**config.mk**
```make
export PLATFORM = sky130hd
export DESIGN_NAME = stopwatch_ctrl
export DESIGN_NICKNAME = d
export VERILOG_FILES = /design/src/rtl/stopwatch_pkg.sv /design/src/rtl/stopwatch_ctrl_btn_debounce.sv /design/src/rtl/stopwatch_ctrl.sv
export SDC_FILE = /design/constraint.sdc
export NUM_CORES = 1
export LEC_CHECK = 0
export CAP_MARGIN = 20
export CORE_UTILIZATION = 41
export CTS_BUF_LIST = sky130_fd_sc_hd__clkbuf_4
export DETAILED_ROUTE_END_ITERATION = 10
export GPL_TIMING_DRIVEN = 1
export PLACE_DENSITY_LB_ADDON = 0.2
export SETUP_SLACK_MARGIN = 0.05
export SYNTH_ARGS = -nofsm -noshare
export SYNTH_HDL_FRONTEND = slang
export SYNTH_SLANG_ARGS = --single-unit
```
**constraint.sdc**
```tcl
create_clock -name clk -period 2 [get_ports clk]
set_input_delay 0.2 -clock clk [delete_from_list [all_inputs] [get_ports clk]]
set_output_delay 0.2 -clock clk [all_outputs]
set_load 0.02 [all_outputs]
```
**src/rtl/stopwatch_pkg.sv**
```systemverilog
// Shared types and constants for the stopwatch mode controller.
package stopwatch_pkg;

    typedef enum logic [2:0] {
        ST_IDLE    = 3'd0,
        ST_RUN     = 3'd1,
        ST_PAUSE   = 3'd2,
        ST_SET_HR  = 3'd3,
        ST_SET_MIN = 3'd4,
        ST_SET_SEC = 3'd5
    } st_e;

    localparam logic [1:0] FLD_NONE = 2'd0;
    localparam logic [1:0] FLD_HR   = 2'd1;
    localparam logic [1:0] FLD_MIN  = 2'd2;
    localparam logic [1:0] FLD_SEC  = 2'd3;

    localparam int CLK_HZ = 50000000;

    function automatic logic is_set_state(input st_e s);
        case (s)
            ST_SET_HR, ST_SET_MIN, ST_SET_SEC: is_set_state = 1'b1;
            default:                           is_set_state = 1'b0;
        endcase
    endfunction

    function automatic logic [1:0] field_of(input st_e s);
        case (s)
            ST_SET_HR:  field_of = FLD_HR;
            ST_SET_MIN: field_of = FLD_MIN;
            ST_SET_SEC: field_of = FLD_SEC;
            default:    field_of = FLD_NONE;
        endcase
    endfunction

endpackage

```
**src/rtl/stopwatch_ctrl_btn_debounce.sv**
```systemverilog
// Two-flop synchronizer plus stability counter for one active-low push-button.
module btn_debounce #(
    parameter int DEB_CYCLES = 1000000
) (
    input  logic clk,
    input  logic rst,
    input  logic raw_n,
    output logic stable,
    output logic press
);
    localparam int CNT_W = (DEB_CYCLES > 1) ? $clog2(DEB_CYCLES) : 1;

    logic             sync1_r;
    logic             sync2_r;
    logic             stable_r;
    logic             stable_d_r;
    logic             armed_r;
    logic             press_r;
    logic [CNT_W-1:0] cnt_r;

    // Synchronizers restart at the pressed level and presses stay masked until a
    // release is seen, so a key held through reset never yields a press.
    always_ff @(posedge clk) begin
        if (rst) begin
            sync1_r    <= 1'b0;
            sync2_r    <= 1'b0;
            stable_r   <= 1'b1;
            stable_d_r <= 1'b1;
            armed_r    <= 1'b0;
            press_r    <= 1'b0;
            cnt_r      <= '0;
        end else begin
            sync1_r    <= raw_n;
            sync2_r    <= sync1_r;
            stable_d_r <= stable_r;
            press_r    <= armed_r & stable_d_r & ~stable_r;
            if (sync2_r) begin
                armed_r <= 1'b1;
            end
            if (sync2_r != stable_r) begin
                if (cnt_r == CNT_W'(DEB_CYCLES - 1)) begin
                    stable_r <= sync2_r;
                    cnt_r    <= '0;
                end else begin
                    cnt_r <= cnt_r + 1'b1;
                end
            end else begin
                cnt_r <= '0;
            end
        end
    end

    assign stable = stable_r;
    assign press  = press_r;

endmodule

```
**src/rtl/stopwatch_ctrl.sv**
```systemverilog
// Stopwatch mode controller: debounced keys, RUN/PAUSE/SET sequencing,
// count-enable prescaler, set-mode auto-repeat and display blink.
module stopwatch_ctrl
    import stopwatch_pkg::*;
#(
    parameter int TICK_DIV   = 50000000,
    parameter int DEB_CYCLES = 1000000,
    parameter int REPEAT_DLY = 25000000,
    parameter int REPEAT_PER = 10000000,
    parameter int BLINK_DIV  = 12500000
) (
    input  logic       clk,
    input  logic       rst,
    input  logic       btn_start_n,
    input  logic       btn_mode_n,
    input  logic       btn_inc_n,
    output logic       run,
    output logic [2:0] state,
    output logic       cnt_en,
    output logic       cnt_clr,
    output logic       lap_cap,
    output logic [1:0] set_field,
    output logic       set_inc,
    output logic       blink
);
    localparam int PRE_W   = (TICK_DIV > 1) ? $clog2(TICK_DIV) : 1;
    localparam int RPT_MAX = (REPEAT_DLY > REPEAT_PER) ? REPEAT_DLY : REPEAT_PER;
    localparam int RPT_W   = (RPT_MAX > 1) ? $clog2(RPT_MAX) : 1;
    localparam int BLK_W   = (BLINK_DIV > 1) ? $clog2(BLINK_DIV) : 1;

    logic start_press_s, mode_press_s, inc_press_s, inc_stable_s;
    logic start_stable_unused_s, mode_stable_unused_s;
    logic ev_start_s, ev_mode_s, ev_inc_s;

    st_e              state_r, next_st_s;
    logic             presc_clr_s, cnt_clr_s, lap_cap_s, cnt_en_s, set_inc_s;
    logic             rpt_hold_s, rpt_fire_s;
    logic [RPT_W-1:0] rpt_lim_s;
    logic [PRE_W-1:0] presc_r;
    logic [RPT_W-1:0] rpt_cnt_r;
    logic             rpt_act_r, rpt_rep_r;
    logic [BLK_W-1:0] blink_cnt_r;
    logic             blink_r, run_r, cnt_en_r, cnt_clr_r, lap_cap_r, set_inc_r;
    logic [1:0]       set_field_r;

    btn_debounce #(.DEB_CYCLES(DEB_CYCLES)) u_deb_start (
        .clk(clk), .rst(rst), .raw_n(btn_start_n), .stable(start_stable_unused_s), .press(start_press_s)
    );
    btn_debounce #(.DEB_CYCLES(DEB_CYCLES)) u_deb_mode (
        .clk(clk), .rst(rst), .raw_n(btn_mode_n), .stable(mode_stable_unused_s), .press(mode_press_s)
    );
    btn_debounce #(.DEB_CYCLES(DEB_CYCLES)) u_deb_inc (
        .clk(clk), .rst(rst), .raw_n(btn_inc_n), .stable(inc_stable_s), .press(inc_press_s)
    );

    assign ev_start_s = start_press_s;
    assign ev_mode_s  = mode_press_s & ~start_press_s;
    assign ev_inc_s   = inc_press_s & ~start_press_s & ~mode_press_s;
    assign cnt_en_s   = (state_r == ST_RUN) && (presc_r == PRE_W'(TICK_DIV - 1));

    // Next-state and action-pulse decode
    always_comb begin
        next_st_s   = state_r;
        presc_clr_s = 1'b0;
        cnt_clr_s   = 1'b0;
        lap_cap_s   = 1'b0;
        case (state_r)
            ST_IDLE: begin
                if (ev_start_s) begin
                    next_st_s   = ST_RUN;
                    presc_clr_s = 1'b1;
                end else if (ev_mode_s) begin
                    next_st_s = ST_SET_HR;
                end else begin
                    next_st_s = state_r;
                end
            end
            ST_RUN: begin
                if (ev_start_s) begin
                    next_st_s = ST_PAUSE;
                end else if (ev_mode_s) begin
                    lap_cap_s = 1'b1;
                end else begin
                    next_st_s = state_r;
                end
            end
            ST_PAUSE: begin
                if (ev_start_s) begin
                    next_st_s = ST_RUN;
                end else if (ev_mode_s) begin
                    next_st_s = ST_SET_HR;
                end else if (ev_inc_s) begin
                    next_st_s = ST_IDLE;
                    cnt_clr_s = 1'b1;
                end else begin
                    next_st_s = state_r;
                end
            end
            ST_SET_HR: begin
                if (ev_mode_s) next_st_s = ST_SET_MIN;
                else           next_st_s = state_r;
            end
            ST_SET_MIN: begin
                if (ev_mode_s) next_st_s = ST_SET_SEC;
                else           next_st_s = state_r;
            end
            ST_SET_SEC: begin
                if (ev_mode_s) next_st_s = ST_PAUSE;
                else           next_st_s = state_r;
            end
            default: next_st_s = ST_IDLE;
        endcase
    end

    // Auto-repeat only continues a hold that began with an accepted inc press
    always_comb begin
        rpt_lim_s  = rpt_rep_r ? RPT_W'(REPEAT_PER - 1) : RPT_W'(REPEAT_DLY - 1);
        rpt_hold_s = rpt_act_r & is_set_state(state_r) & ~inc_stable_s & ~ev_mode_s
                     & (next_st_s == state_r);
        rpt_fire_s = rpt_hold_s & (rpt_cnt_r == rpt_lim_s);
        set_inc_s  = (ev_inc_s & is_set_state(state_r)) | rpt_fire_s;
    end

    // State register and registered outputs
    always_ff @(posedge clk) begin
        if (rst) begin
            state_r     <= ST_IDLE;
            run_r       <= 1'b0;
            cnt_en_r    <= 1'b0;
            cnt_clr_r   <= 1'b0;
            lap_cap_r   <= 1'b0;
            set_inc_r   <= 1'b0;
            set_field_r <= FLD_NONE;
        end else begin
            state_r     <= next_st_s;
            run_r       <= (next_st_s == ST_RUN);
            cnt_en_r    <= cnt_en_s;
            cnt_clr_r   <= cnt_clr_s;
            lap_cap_r   <= lap_cap_s;
            set_inc_r   <= set_inc_s;
            set_field_r <= field_of(next_st_s);
        end
    end

    // Prescaler: cleared on a fresh start, advances only while in RUN
    always_ff @(posedge clk) begin
        if (rst || presc_clr_s) begin
            presc_r <= '0;
        end else if (state_r == ST_RUN) begin
            presc_r <= cnt_en_s ? '0 : presc_r + 1'b1;
        end else begin
            presc_r <= presc_r;
        end
    end

    // Auto-repeat counter for a held inc key in SET states
    always_ff @(posedge clk) begin
        if (rst) begin
            rpt_act_r <= 1'b0;
            rpt_rep_r <= 1'b0;
            rpt_cnt_r <= '0;
        end else if (ev_inc_s && is_set_state(state_r)) begin
            rpt_act_r <= 1'b1;
            rpt_rep_r <= 1'b0;
            rpt_cnt_r <= '0;
        end else if (!rpt_hold_s) begin
            rpt_act_r <= 1'b0;
            rpt_rep_r <= 1'b0;
            rpt_cnt_r <= '0;
        end else if (rpt_fire_s) begin
            rpt_rep_r <= 1'b1;
            rpt_cnt_r <= '0;
        end else begin
            rpt_cnt_r <= rpt_cnt_r + 1'b1;
        end
    end

    // Blink runs continuously across the SET states and is forced low elsewhere
    always_ff @(posedge clk) begin
        if (rst || !is_set_state(next_st_s)) begin
            blink_r     <= 1'b0;
            blink_cnt_r <= '0;
        end else if (is_set_state(state_r)) begin
            if (blink_cnt_r == BLK_W'(BLINK_DIV - 1)) begin
                blink_cnt_r <= '0;
                blink_r     <= ~blink_r;
            end else begin
                blink_cnt_r <= blink_cnt_r + 1'b1;
            end
        end else begin
            blink_cnt_r <= blink_cnt_r;
        end
    end

    assign state     = state_r;
    assign run       = run_r;
    assign cnt_en    = cnt_en_r;
    assign cnt_clr   = cnt_clr_r;
    assign lap_cap   = lap_cap_r;
    assign set_inc   = set_inc_r;
    assign set_field = set_field_r;
    assign blink     = blink_r;

endmodule

```
# Word-level counts from Yosys, hierarchy flattened
# Cells that the tools add are included.
classes:
  n_reduce_logical: 19
  n_lt_le_gt_ge: 0
  bitwise_logic: 29
  div_mod_pow: 0
  add_sub_neg: 6
  mul: 0
  eq_ne: 20
  shift: 0
  muxes: 24
op_table:
  columns: ["op", "n"]
  rows:
  - ["20-bit by 1-bit adder with 20-bit output, second input constant", 3]
  - ["20-bit equality test, second input constant", 3]
  - ["3-bit two-way mux", 9]
  - ["26-bit by 1-bit adder with 26-bit output, second input constant", 1]
  - ["26-bit equality test, second input constant", 1]
  - ["26-bit two-way mux", 1]
  - ["25-bit by 1-bit adder with 25-bit output, second input constant", 1]
  - ["25-bit equality test", 1]
  - ["25-bit two-way mux", 1]
  - ["24-bit by 1-bit adder with 24-bit output, second input constant", 1]
  - ["24-bit equality test, second input constant", 1]
  - ["24-bit two-way mux", 1]
  - ["3-bit OR reduction", 7]
  - ["3-bit one-hot mux with 6 select lines", 1]
  - ["1-bit AND", 15]
  - ["1-bit NOT", 13]
  - ["3-bit equality test, second input constant", 4]
  - ["1-bit two-way mux", 10]
  - ["3-bit by 2-bit equality test with 1-bit output, second input constant", 3]
  - ["2-bit AND reduction", 4]
  - ["4-bit OR reduction", 2]
  - ["3-bit by 1-bit equality test with 1-bit output, second input constant", 2]
  - ["2-bit one-hot mux with 3 select lines", 1]
  - ["3-bit equality test", 1]
  - ["other kinds (7)", 11]
totals:
  ramBits: 0
  mem_count: 0
  romBits: 0
  reg_bits: 166
  output_inout_bits: 11
  in_bits: 5
  latchBits: 0
  word_cells: 132

# Longest topological paths before layout
logic_depth:
  depth_word: 14
  mapped_depth: 8

# By module
# Synthesis repeated with hierarchy kept, for this count alone.
unflattened:
  cells_unflattened: 840
  area_unflattened_um2: 7504.7
by_module_without_submodules:
  columns: ["mod", "instances", "area_each_um2", "cells_per_inst"]
  rows:
  - ["stopwatch_ctrl", 1, 4205.3, 483]
  - ["btn_debounce", 3, 1099.8, 119]

# Least setup slack after synthesis
# Ideal clock, no wire load.
synth_path:
  kind: "flip-flop to flip-flop"
  startpoint: "register state_r[1], in the netlist state[1]"
  endpoint: "register rpt_cnt_r[6]"
  path_stages_with_launch: 9
  required_ns: 1.936
  arrival_time_ns: 1.787
  synth_period_minus_slack_ns: 1.851
  setup_slack_ns: 0.149
  path_cell_list: "dfxtp_1 buf_2 nand3b_2 and2_1 buf_2 nor4_4 nand2_2 buf_4 nor2_1"
synth_between:
  elab_chain_cells: 9
  word_cells_on_any_way: 28
  cone_classes: "eq/ne: 6; mux: 12; bitwise: 6; reduce/logical: 4"
synth_rtl:
  columns: ["element", "line", "rtl"]
  rows:
  - ["from (decl)", "stopwatch_ctrl.sv:35", "st_e state_r, next_st_s;"]
  - ["from (signal assigned)", "stopwatch_ctrl.sv:135", "state_r <= next_st_s;"]
  - ["3-bit by 2-bit equality test with 1-bit output / 3-bit equality test (equally long branches)", "stopwatch_pkg.sv:21, stopwatch_ctrl.sv:67", null]
  - ["3-bit OR reduction", "stopwatch_pkg.sv:21", "case (s)"]
  - ["1-bit two-way mux", "stopwatch_pkg.sv:21", null]
  - ["1-bit AND (3 in a row)", "stopwatch_ctrl.sv:118", "rpt_hold_s = rpt_act_r & is_set_state(state_r) & ~inc_stable_s & ~ev_mode_s"]
  - ["1-bit AND", "stopwatch_ctrl.sv:119", "& (next_st_s == state_r);"]
  - ["1-bit AND / 1-bit NOT (equally long branches)", null, null]
  - ["4-bit OR reduction (no line) *", null, null]
  - ["to (signal assigned)", "stopwatch_ctrl.sv:174", "rpt_cnt_r <= rpt_cnt_r + 1'b1;"]
  - ["to (decl)", "stopwatch_ctrl.sv:40", "logic [RPT_W-1:0] rpt_cnt_r;"]
# Every way passes the cells marked *; elsewhere a longest branch is shown, timed or not. The select of a mux whose other input is x is not followed.
# A chain may end at the register's enable or synchronous reset.

# Worst setup path after layout
layout_path:
  startpoint: "register rpt_cnt_r[18]"
  endpoint: "register rpt_cnt_r[17]"
layout_between:
  elab_chain_cells: 3
layout_rtl:
  columns: ["element", "line", "rtl"]
  rows:
  - ["25-bit equality test", "stopwatch_ctrl.sv:120", "rpt_fire_s = rpt_hold_s & (rpt_cnt_r == rpt_lim_s);"]
  - ["1-bit AND", "stopwatch_ctrl.sv:120", null]
  - ["4-bit OR reduction (no line)", null, null]
# No other way between the ends.

==> metrics <==
status=complete, no violations; GRT Overall Usage=0.165; FF/Latch Area=3330 um^2; Fmax=535 MHz; min-delay worst type=input port to flip-flop; Routed Antenna Nets=0; Pleak=2.92 nW; unrepaired setup endpoints after global routing=yes; DR pass1 iterations=4; commonest non-fill, non-tap cells in the layout=nor2_1 (166), dfxtp_1 (164), xor2_1 (85); CTS Buffer Depth=2; most common cell after layout, fill and taps aside=nor2_1; Buffers on Ports=15; Setup crit start kind=flip-flop; area leader, netlist=dfxtp_1; Skew-Pair Late Insertion Delay=roughly 0.54 ns; final hold vios=0; vias post-DR=5576; register bit total from synthesis=166; top sig layer=met4; CP arrival=2.30 ns; setup violators final=0; Max Slew Vio Count=0; Num CTS Buffers=17; Yosys cell types=56; total power=5.22 mW; CTS Hold Bufs=0; Post-Synthesis Cells=822; DRC Markers=0; Filler cells=1730; CTS tree=yes; power per cell area=632 nW/um^2; slowest library cell on the worst path=or4b_1; sequential fraction of the synthesis area=0.459; fraction of layout instances using a drive strength above 1=0.122; worst hold margin=about 0.25 ns; GR Overflow Total=0; Clock Skews=0.0146 ns; CP Data Required Time=around 2.4 ns; largest net degree at the start of global routing=22; Final #Nets=about 900; crit-path cells=or4b_1 -> nor4_1 -> o2111ai_1 -> nand2_2 -> buf_12 -> nor2_1; mean routed wirelength per cell=12.1 um; Synth Cell Area=a little over 7000 um^2; Max Cap Violations=0; Vias/cell=4.97; die area=18200 um^2; Slew headroom=0.655; syn_nets=between 800 and 900; Yosys warnings=0; die width=about 130 um; met3 WL=between 300 and 400 um; Final min period=1.87 ns; routed length on met1=7130 um; Synth Flop Type=dfxtp_1; H-tree Lvls=4; initial core utilization=0.419; Reg2Reg Setup Slack=between 0.1 and 0.15 ns; Period Utilization, post-route=0.935; synth top area cells=dfxtp_1 (46%), xor2_1 (10%), nor2_1 (8.6%); CP max stage delay=~0.53 ns; asr flop ratio synth=0; IO Pins=16; initial antenna violation count=1; Layout area overhead=14.0%; worst-path fanout max=18; Die Ht=135 um; setup TNS=0 ns; clk root buf=clkbuf_4; met2 WL post-DR=6030 um; Synth top area share=0.459; Post-CTS Setup Inserts=0; vias in the first global route=5298; final WL=approximately 14000 um; crit path kind=flip-flop to flip-flop; num rows=48; Final Non-Filler Cells=1123; drt first-iter violations=201; placed insts=1091; Worst Tran Pin Value=0.515 ns; footprint of the multi-input gates=3770 um^2; Final Cell Area=8260 um^2; worst-case vdd ir drop=333 uV; Reg clk slew, reported paths=0.13 ns; Placeable Area=17300 um^2; post-DP HPWL=9600 um; first-pass GRT wire length=24200 um; critical path endpoint category=flip-flop; clk sinks=166; syn_area_per_cell=between 8 and 9 um^2; GP Congestion=0.760; Placed Area=8000 um^2; Post-synth EDFFs=0
## synthesized netlist by cell type (all sizes together), types with 3 or more instances
library cell,count
clkbuf,13
nor2,166
and3,26
and2,5
nand4b,3
inv,14
a31oi,3
a21oi,19
nand2b,4
or2,4
o21ai,7
nand3,60
ha,6
nor4,18
dfxtp,166
or3b,3
nand3b,4
nor2b,12
nor3,9
or4,4
a211oi,4
and4,10
buf,11
nand4,34
or3,6
nand2,60
or4b,5
nor4b,6
xor2,85
xnor2,37
## critical path, delay by kind of cell, from the launching register on
kind / cells / cell delay [ns]
AOI/OAI and AO/OA: 1 / 0.19
buffers and inverters: 1 / 0.15
DFF: 1 / 0.37
and+or+nand+nor: 4 / 1.05
## sequential cells by signal, summed over array words and instances, names as in the netlist, 2 cells and up
name and cells:
state 3, presc_r 26, u_deb_mode.cnt_r 20, set_field 2
rpt_cnt_r 25, blink_cnt_r 24, u_deb_inc.cnt_r 20, u_deb_start.cnt_r 20
## what timing repair did
action,in CTS,in global routing
endpoints found under the setup margin,2,16
endpoints found under the hold margin,0,0
gates resized for setup,3,3
## per-stage QoR
| stage | setup WS, ns | util |
|---|---|---|
| after floorplan | 0.149 | - |
| after global placement | 0.193 | 0.462 |
| after detailed placement | 0.167 | 0.462 |
| after CTS | 0.0650 | 0.477 |
| after global routing | 0.0348 | 0.478 |
| final | 0.131 | 0.478 |
## final cells by class
class	count	area share
Multi-Input combinational cell	618	0.456
Tap cell	225	0.0341
Timing Repair Buffer	68	0.0710
Clock inverter	13	0.0130
Antenna cell	1	0.000303
Clock buffer	18	0.0164
Inverter	14	0.00636
Sequential cell	166	0.403
## where the power goes
group          leakage (nW)  total [mW]  internal (mW)  switching [mW]
Combinational          1.46       0.118         0.0515          0.0665
Clock                 0.123        1.75          0.614            1.14
Sequential             1.34        3.35           3.33          0.0215
Total                  2.92        5.22           4.00            1.23
## metal layers
layer | global-route usage | up-vias
met5 | 0 | -
met4 | 0.0506 | 0
met3 | 0.0413 | 9
met2 | 0.258 | 33
met1 | 0.222 | 2592
li1 | - | 2942
## logic make-up after synthesis
kind of cell / after synthesis / synth area share
multiplexers: 2 / 0.00276
flip-flops: 166 / 0.459
AO/OA/AOI/OAI: 44 / 0.0397
adder cells (fa/ha/maj): 6 / 0.0104
AND/OR/NAND/NOR: 444 / 0.318
XOR/XNOR: 122 / 0.148
buffers and inverters: 38 / 0.0226
## path summary, 6_finish.rpt
| kind | end | cells after the start | start |
|---|---|---|---|
| setup / recovery | rpt_cnt_r[17] | 6 | rpt_cnt_r[18] |
| hold / removal | u_deb_inc.sync1_r | 2 | btn_inc_n |
| hold reg to reg | u_deb_inc.press | 2 | u_deb_inc.stable_d_r |
| setup reg to reg | rpt_cnt_r[17] | 6 | rpt_cnt_r[18] |
Power figures use the tool's default switching activity.
